--- src/rtl/uart_tx_arb_pkg.sv ---
// Shared types and helpers for the uart_tx arbiter slice.
package uart_tx_arb_pkg;

  typedef enum logic [1:0] {
    IDLE,
    LAUNCH,
    WAIT_BUSY,
    WAIT_DONE
  } arb_state_e;

  localparam int unsigned N_REQ_DEF = 4;
  localparam int unsigned ID_W      = $clog2(N_REQ_DEF);

  // Width able to hold 0..timeout-1; never narrower than one bit.
  function automatic int unsigned cnt_w(input int unsigned timeout);
    return (timeout > 1) ? $clog2(timeout) : 1;
  endfunction

endpackage

--- src/rtl/uart_tx_arbiter_rr_pick.sv ---
// Combinational round-robin picker: first request after ptr, with wrap; optional single-id mask.
module rr_pick #(
  parameter int unsigned N = 4,
  parameter int unsigned W = $clog2(N)
) (
  input  logic [N-1:0] req,
  input  logic [W-1:0] ptr,
  input  logic         mask_en,
  input  logic [W-1:0] mask_id,
  output logic [N-1:0] onehot,
  output logic [W-1:0] id,
  output logic         any
);

  logic [N-1:0] eff;
  logic [W-1:0] sel;

  always_comb begin
    eff = req;
    if (mask_en) begin
      eff          = '0;
      eff[mask_id] = req[mask_id];
    end
  end

  always_comb begin
    onehot = '0;
    id     = '0;
    any    = 1'b0;
    sel    = '0;
    for (int unsigned k = 1; k <= N; k++) begin
      sel = W'((int'(ptr) + int'(k)) % int'(N));
      if (!any && eff[sel]) begin
        any         = 1'b1;
        onehot[sel] = 1'b1;
        id          = sel;
      end
    end
  end

endmodule

--- src/rtl/uart_tx_arbiter.sv ---
// Round-robin arbiter sharing one uart_tx among N_REQ byte producers.
// Define UART_TX_ARB_PKT_LOCK_EN to add req_last and hold the grant for a whole packet.
module uart_tx_arbiter
  import uart_tx_arb_pkg::*;
#(
  parameter int unsigned N_REQ        = 4,
  parameter int unsigned BUSY_TIMEOUT = 8
) (
  input  logic                     clk,
  input  logic                     rst,
  input  logic [N_REQ-1:0]         req_valid,
  input  logic [8*N_REQ-1:0]       req_data,
`ifdef UART_TX_ARB_PKT_LOCK_EN
  input  logic [N_REQ-1:0]         req_last,
`endif
  output logic [N_REQ-1:0]         req_ready,
  output logic                     tx_start,
  output logic [7:0]               tx_data,
  input  logic                     tx_busy,
  output logic [$clog2(N_REQ)-1:0] grant_id,
  output logic                     active,
  output logic                     err_timeout
);

  localparam int unsigned IW = $clog2(N_REQ);
  localparam int unsigned CW = cnt_w(BUSY_TIMEOUT);
  localparam logic [IW-1:0] PTR_RST  = IW'(N_REQ - 1);
  localparam logic [CW-1:0] CNT_LAST = CW'(BUSY_TIMEOUT - 1);

  arb_state_e state, next;
  logic [IW-1:0]    ptr;
  logic [CW-1:0]    cnt;
  logic [N_REQ-1:0] pick_oh;
  logic [IW-1:0]    pick_id;
  logic             pick_any;
  logic             mask_en;
  logic             accept;
  logic [7:0]       acc_byte;

`ifdef UART_TX_ARB_PKT_LOCK_EN
  logic locked;
  logic acc_last;
  assign mask_en  = locked;
  assign acc_last = |(req_last & pick_oh);
`else
  assign mask_en = 1'b0;
`endif

  rr_pick #(
    .N(N_REQ),
    .W(IW)
  ) u_pick (
    .req    (req_valid),
    .ptr    (ptr),
    .mask_en(mask_en),
    .mask_id(grant_id),
    .onehot (pick_oh),
    .id     (pick_id),
    .any    (pick_any)
  );

  always_comb begin
    acc_byte = '0;
    for (int unsigned i = 0; i < N_REQ; i++) begin
      if (pick_oh[i]) acc_byte = acc_byte | req_data[8*i +: 8];
    end
  end

  always_comb begin
    next        = state;
    req_ready   = '0;
    tx_start    = 1'b0;
    err_timeout = 1'b0;
    accept      = 1'b0;
    active      = (state != IDLE);
    case (state)
      IDLE: begin
        // ready is gated by rst so nothing is accepted while reset is held
        if (pick_any && !tx_busy && !rst) begin
          req_ready = pick_oh;
          accept    = 1'b1;
          next      = LAUNCH;
        end
      end
      LAUNCH: begin
        tx_start = 1'b1;
        next     = WAIT_BUSY;
      end
      WAIT_BUSY: begin
        if (tx_busy) begin
          next = WAIT_DONE;
        end else if (cnt == CNT_LAST) begin
          err_timeout = 1'b1;
          next        = IDLE;
        end
      end
      WAIT_DONE: begin
        if (!tx_busy) next = IDLE;
      end
      default: next = IDLE;
    endcase
  end

  always_ff @(posedge clk) begin
    if (rst) begin
      state    <= IDLE;
      ptr      <= PTR_RST;
      cnt      <= '0;
      tx_data  <= '0;
      grant_id <= '0;
`ifdef UART_TX_ARB_PKT_LOCK_EN
      locked   <= 1'b0;
`endif
    end else begin
      state <= next;
      if (accept) begin
        tx_data  <= acc_byte;
        grant_id <= pick_id;
`ifdef UART_TX_ARB_PKT_LOCK_EN
        // ptr only moves when a packet ends, so the locked requester keeps its turn
        if (acc_last) begin
          ptr    <= pick_id;
          locked <= 1'b0;
        end else begin
          locked <= 1'b1;
        end
`else
        ptr <= pick_id;
`endif
      end
`ifdef UART_TX_ARB_PKT_LOCK_EN
      if (err_timeout) begin
        locked <= 1'b0;
        ptr    <= grant_id;
      end
`endif
      if (state == LAUNCH) begin
        cnt <= '0;
      end else if (state == WAIT_BUSY && !tx_busy) begin
        cnt <= cnt + 1'b1;
      end
    end
  end

endmodule

--- config.mk ---
export PLATFORM = sky130hd
export DESIGN_NAME = uart_tx_arbiter
export DESIGN_NICKNAME = d
export VERILOG_FILES = /design/src/rtl/uart_tx_arb_pkg.sv /design/src/rtl/uart_tx_arbiter_rr_pick.sv /design/src/rtl/uart_tx_arbiter.sv
export SDC_FILE = /design/constraint.sdc
export NUM_CORES = 1
export LEC_CHECK = 0
export ABC_AREA = 1
export BUFFER_PORTS_ARGS = -buffer_cell sky130_fd_sc_hd__buf_2
export CORE_MARGIN = 4
export CORE_UTILIZATION = 45
export DETAILED_ROUTE_END_ITERATION = 6
export PLACE_DENSITY_LB_ADDON = 0.1
export SYNTH_ARGS = -nofsm -noshare
export SYNTH_HDL_FRONTEND = slang
export SYNTH_SLANG_ARGS = --single-unit
--- constraint.sdc ---
create_clock -name clk -period 2 [get_ports clk]
set_input_delay 0.1 -clock clk [delete_from_list [all_inputs] [get_ports clk]]
set_output_delay 0.1 -clock clk [all_outputs]
set_load 0.005 [all_outputs]
==> Word-level counts from Yosys, hierarchy flattened <==
Index checks and enable logic that the tools add are counted.
{ "totals": {"regBits": 17, "inputBits": 39, "out_inout_bits": 17, "word_cells": 95} }
{ "op_classes": {"add_sub_neg": 5, "magnitude_cmp": 8, "eq_ne": 7, "mux": 45, "bitwise": 6, "n_reduce_logical": 19} }
{ "ops": {"columns": ["op", "count"], "rows": [
  ["$mux W8", 4],
  ["$mux W4", 6],
  ["$or A8 B8 Y8", 3],
  ["$mux W1", 18],
  ["$mux W2", 8],
  ["$lt A2 B3 Y1 const B", 4],
  ["$or A4 B4 Y4", 3],
  ["$logic_and A1 B1 Y1", 10],
  ["$bmux W1 S2", 4],
  ["$demux W1 S2", 4],
  ["$ge A2 B1 Y1 const B", 4],
  ["$pmux W2 S4", 1],
  ["$logic_not A1 Y1", 5],
  ["$add A2 B1 Y2 const B", 2],
  ["$add A2 B2 Y2 const B", 2],
  ["$eq A2 B2 Y1 const B", 2],
  ["$ne A2 B2 Y1 const B", 2],
  ["$add A3 B1 Y3 const B", 1],
  ["$eq A3 B3 Y1 const B", 1],
  ["$ne A3 B3 Y1 const B", 1],
  ["$reduce_and A3 Y1", 1],
  ["$eq A2 B1 Y1 const B", 1],
  ["$logic_not A2 Y1", 1],
  ["$reduce_bool A2 Y1", 1],
  ["$reduce_or A2 Y1", 1]
]} }

==> Longest topological paths before layout <==
{ "depth": {"word_depth": 20, "mapped_depth": 15, "mapped_depth_nobuf": 14} }

==> Hierarchy <==
From an unflattened synthesis, not the netlist that was laid out.
{ "hier_totals": {"hier_cells": 277, "hier_area_um2": 1711.6} }
{ "modules_own_cells": {"columns": ["module", "instances", "cells_each", "area_per_inst_um2", "seq_area_each_um2"], "rows": [
  ["uart_tx_arbiter", 1, 163, 1006.0, 340.3],
  ["rr_pick", 1, 114, 705.7, 0.0]
]} }

==> Worst setup path after synthesis <==
Ideal clock, no wire load.
{ "synth_timing": {"path_type": "register to output", "from": "register ptr[1]", "to": "output req_ready[0]", "t_arrival_ps": 1952, "t_required_ps": 1900, "setup_slack_ps": -52, "stages_incl_launch_ff": 13, "n_path_buf": 1, "cell_sequence": "dfxtp_1 > inv_1 > ha_1 > inv_1 > nand3_4 > nand2_4 > inv_2 > nand2_4 > nor2_4 > nand3_4 > nand3_4 > buf_8 > a31oi_1"} }
{ "synth_between": {"elab_chain_cells": 17, "elab_cells_between_ends": 53, "classes_between": "4 x add/sub; 8 x order compare; 26 x mux; 3 x bitwise; 12 x reduce/logical"} }
{ "synth_rtl": {"columns": ["item", "line", "text"], "rows": [
  ["start, declared", "uart_tx_arbiter.sv:31", "logic [IW-1:0] ptr;"],
  ["start signal, assigned", "uart_tx_arbiter.sv:128", "ptr <= pick_id;"],
  ["branches (longest 15 deep; another with $lt A2 B3 Y1)", null, null],
  ["$mux W4 *", "uart_tx_arbiter.sv:79", "if (pick_any && !tx_busy && !rst) begin"],
  ["$mux W4 *", "uart_tx_arbiter.sv:76", "case (state)"],
  ["end, declared", "uart_tx_arbiter.sv:16", "output logic [N_REQ-1:0] req_ready,"]
]} }
Mark *: on every way between the ends. The select of a mux whose other input is x is not followed.

==> Final worst setup path <==
{ "layout_timing": {"from": "register ptr[0]", "to": "output req_ready[1]"} }
The elaborated chain is that of the path after synthesis.

==> metrics.csv <==
metric;value;unit
Pwr Total;0.00252;W
Post-Syn Nets;285;
element type at the critical path start;flip-flop;
EDFF count, synth;0;
vias in the first global route;1563;
Comb power frac;0.730;
clk_lat worst skew;300;ps
nets;356;
Fmax achieved;485;MHz
Tmin final;2060;ps
gp weighted congestion;0.928;
Clock Path Buffers;2;
detailed-route via count;1678;
first-pass GRT wire length;6930;µm
ys flop type;dfxtp_1;
ANT nets after route;0;
worst setup margin;-61.2;ps
# setup viols final;2;
RSZ-0062 raised after global routing;true;
CP most frequent cell;inv_4;
DIE WIDTH;66.5;µm
detailed placement HPWL;3300;µm
Util after Layout;0.639;
Min-Delay Endpoint;grant_id[0];
FF+latch count, synth;17;
Tot GR Track Use;0.200;
final hold vios;0;
Non-Filler Instances;350;
switching portion of total power;0.513;
P_int;0.00123;W
Starting Density;0.488;
TritonCTS Buffers;3;
critical path arrival;1960;ps
Critical path origin;ptr[0];
PwrDens;1250;mW/mm²
leakage power;1.09;nW
CP Class;flip-flop to primary output;
Clock Root Buffer;clkbuf_4;
# DRC;0;
IO buf count;55;
largest net degree at the start of global routing;12;
Sw Pwr;0.00130;W
final period utilization;1.03;
Gate Count Post-Synth;236;
crit path buf inv count;4;
status;complete, but fails checks;
Worst setup EP type;primary output;
Worst EP required;1900;ps
P&R area growth vs syn;30.8;%
warnings from Yosys;0;
H-tree level count;1;
slowest CP cell;dfxtp_4;
layout cells sized above 1;0.366;
Slowest Stage Delay on Critical Path;390;ps
Die Y;66.5;µm
Max Slew Vio Count;0;
measured slew at the worst slew-check pin;410;ps
asr flop ratio synth;0;
worst hold stages;2;
pre-CTS worst setup slack;-24.2;ps
clock slew at reported path FFs;110;ps
Overflow after GRT;0;
initial antenna violation count;0;
IO Pins;56;
Hold Path Class;input pin to flip-flop;
VDD IR max;0.566;mV
post-DR wirelength/cell;12.0;µm
clock sink total;17;
critical path fanouts, max;4;
CP Depth;11;
Mapped Avg Cell Area;6.53;µm²
die area;0.00442;mm²
placed cell count;338;
Hold Crit Start;rst;
Seq pwr share;0.194;
launching point of the worst reg2reg path;ptr[0];
Worst R2R Path Depth;12;
failing checks;negative setup slack;
vias per cell;4.79;
FF-to-FF setup slack;60;ps
slew margin rel.;0.726;
DRT iter0 DRCs;106;
n_diodes;0;
capturing point of the worst reg2reg path;tx_data[0];
sequential area share after synthesis;0.221;
std cell rows;20;
Distinct cells, synth;31;
synthesized area;0.00154;mm²
Max-cap violations;0;
critical-path cell list;inv_8 > ha_4 > inv_4 > nand3_4 > nand2_8 > inv_4 > nand2_4 > nor2_2 > nand2_1 > a31oi_1 > buf_2;
CTS tree;built;
Max Clock Skew;9.25;ps
Core Footprint;0.00315;mm²
final wirelength;4200;µm
drt first pass iters;4;
Top Family by Delay on Critical Path;simple AND/OR/NAND/NOR gates;
clock share of power;0.076;
==> through the flow <==
stage / hold slack (ps) / cell area [µm²] / TNS, ps
finish: 65.9 / 2010 / -69.2
global route: 48.0 / 2010 / -1060
CTS: 59.1 / 1990 / -11.2
detailed placement: 384 / 1880 / -35.2
global placement: 383 / 1880 / 0
floorplan: 282 / 1540 / 0
==> Yosys cell counts (2+ instances only) <==
cell	count	area [µm²]
nand4_1	3	18.8
nand3_1	15	75.1
nand3_4	4	70.1
nor3_1	2	10.0
nand3_2	4	40.0
a21oi_2	4	35.0
nor2_1	30	113
a21boi_0	2	15.0
nand2_2	5	31.3
inv_2	2	7.51
nand2_1	85	319
ha_1	10	125
nand2_4	4	45.0
a31oi_1	4	25.0
nor2_4	3	33.8
o21ai_0	6	30.0
dfxtp_1	17	340
a21oi_1	2	10.0
buf_6	2	22.5
inv_1	21	78.8
==> state kept, by name (all words and copies together) (netlist names) <==
name / flops
state: 2
grant_id: 2
tx_data: 8
cnt: 3
ptr: 2
==> cell usage in the layout (no fill, tap or decap), drive strengths merged <==
master  instances
nand3          23
a22oi           1
xnor2           1
a31oi           4
nor3            2
ha             10
buf            69
nand2          94
clkinv          2
inv            25
o21ai           7
dfxtp          17
a21boi          3
o211ai          1
a211oi          1
nor2           34
nand4           3
a21oi           6
clkbuf          3
==> routing by layer <==
| metal | track usage | vias to the layer above | share of wire |
|---|---|---|---|
| li1 | - | 890 | - |
| met4 | 0.0381 | 0 | 0.0060 |
| met5 | 0 | - | 0 |
| met2 | 0.325 | 55 | 0.46 |
| met3 | 0.0472 | 4 | 0.070 |
| met1 | 0.270 | 729 | 0.46 |
==> repair_timing <==
item | 4_1_cts | 5_1_grt
endpoints found under the hold margin | 0 | 0
resized for setup | 8 | 3
setup endpoints to repair | 11 | 14
buffers inserted | 6 | 2
pin swaps | 9 | 3
hold buffers | 0 | 0
==> layout make-up <==
| type | count | area (µm²) |
|---|---|---|
| inverter | 26 | 113 |
| clock inverter | 1 | 5.00 |
| sequential | 17 | 345 |
| fill | 326 | 1140 |
| clock buffer | 3 | 22.5 |
| timing repair buffer | 69 | 380 |
| tap | 44 | 55.1 |
| multi-input combinational | 190 | 1090 |
==> worst max-delay path by stage <==
stage,to,slack [ps]
after CTS,req_ready[0],-10
after floorplan,req_ready[0],40
after detailed placement,tx_data[0],-20
final,req_ready[1],-60
after global placement,tx_data[0],9
after global routing,req_ready[1],-160
==> kinds of logic after synthesis <==
family | Yosys count | synth area share
xor gates and xnor gates | 1 | 0.00569
AOI/OAI and AO/OA | 23 | 0.103
buffers and inverters | 29 | 0.0942
and+or+nand+nor | 156 | 0.495
DFF | 17 | 0.221
adders and majority gates | 10 | 0.0812
==> power groups by stage <==
stage | clock [W] | sequential, W | combinational, W
after floorplan | 0 | 0.000502 | 0.00119
after detailed placement | 0 | 0.000494 | 0.00161
after global routing | 0.000215 | 0.000504 | 0.00204
final | 0.000191 | 0.000491 | 0.00184
after global placement | 0 | 0.000493 | 0.00159
after CTS | 0.000191 | 0.000490 | 0.00177
Note: power is estimated with default switching activity, not from simulation.
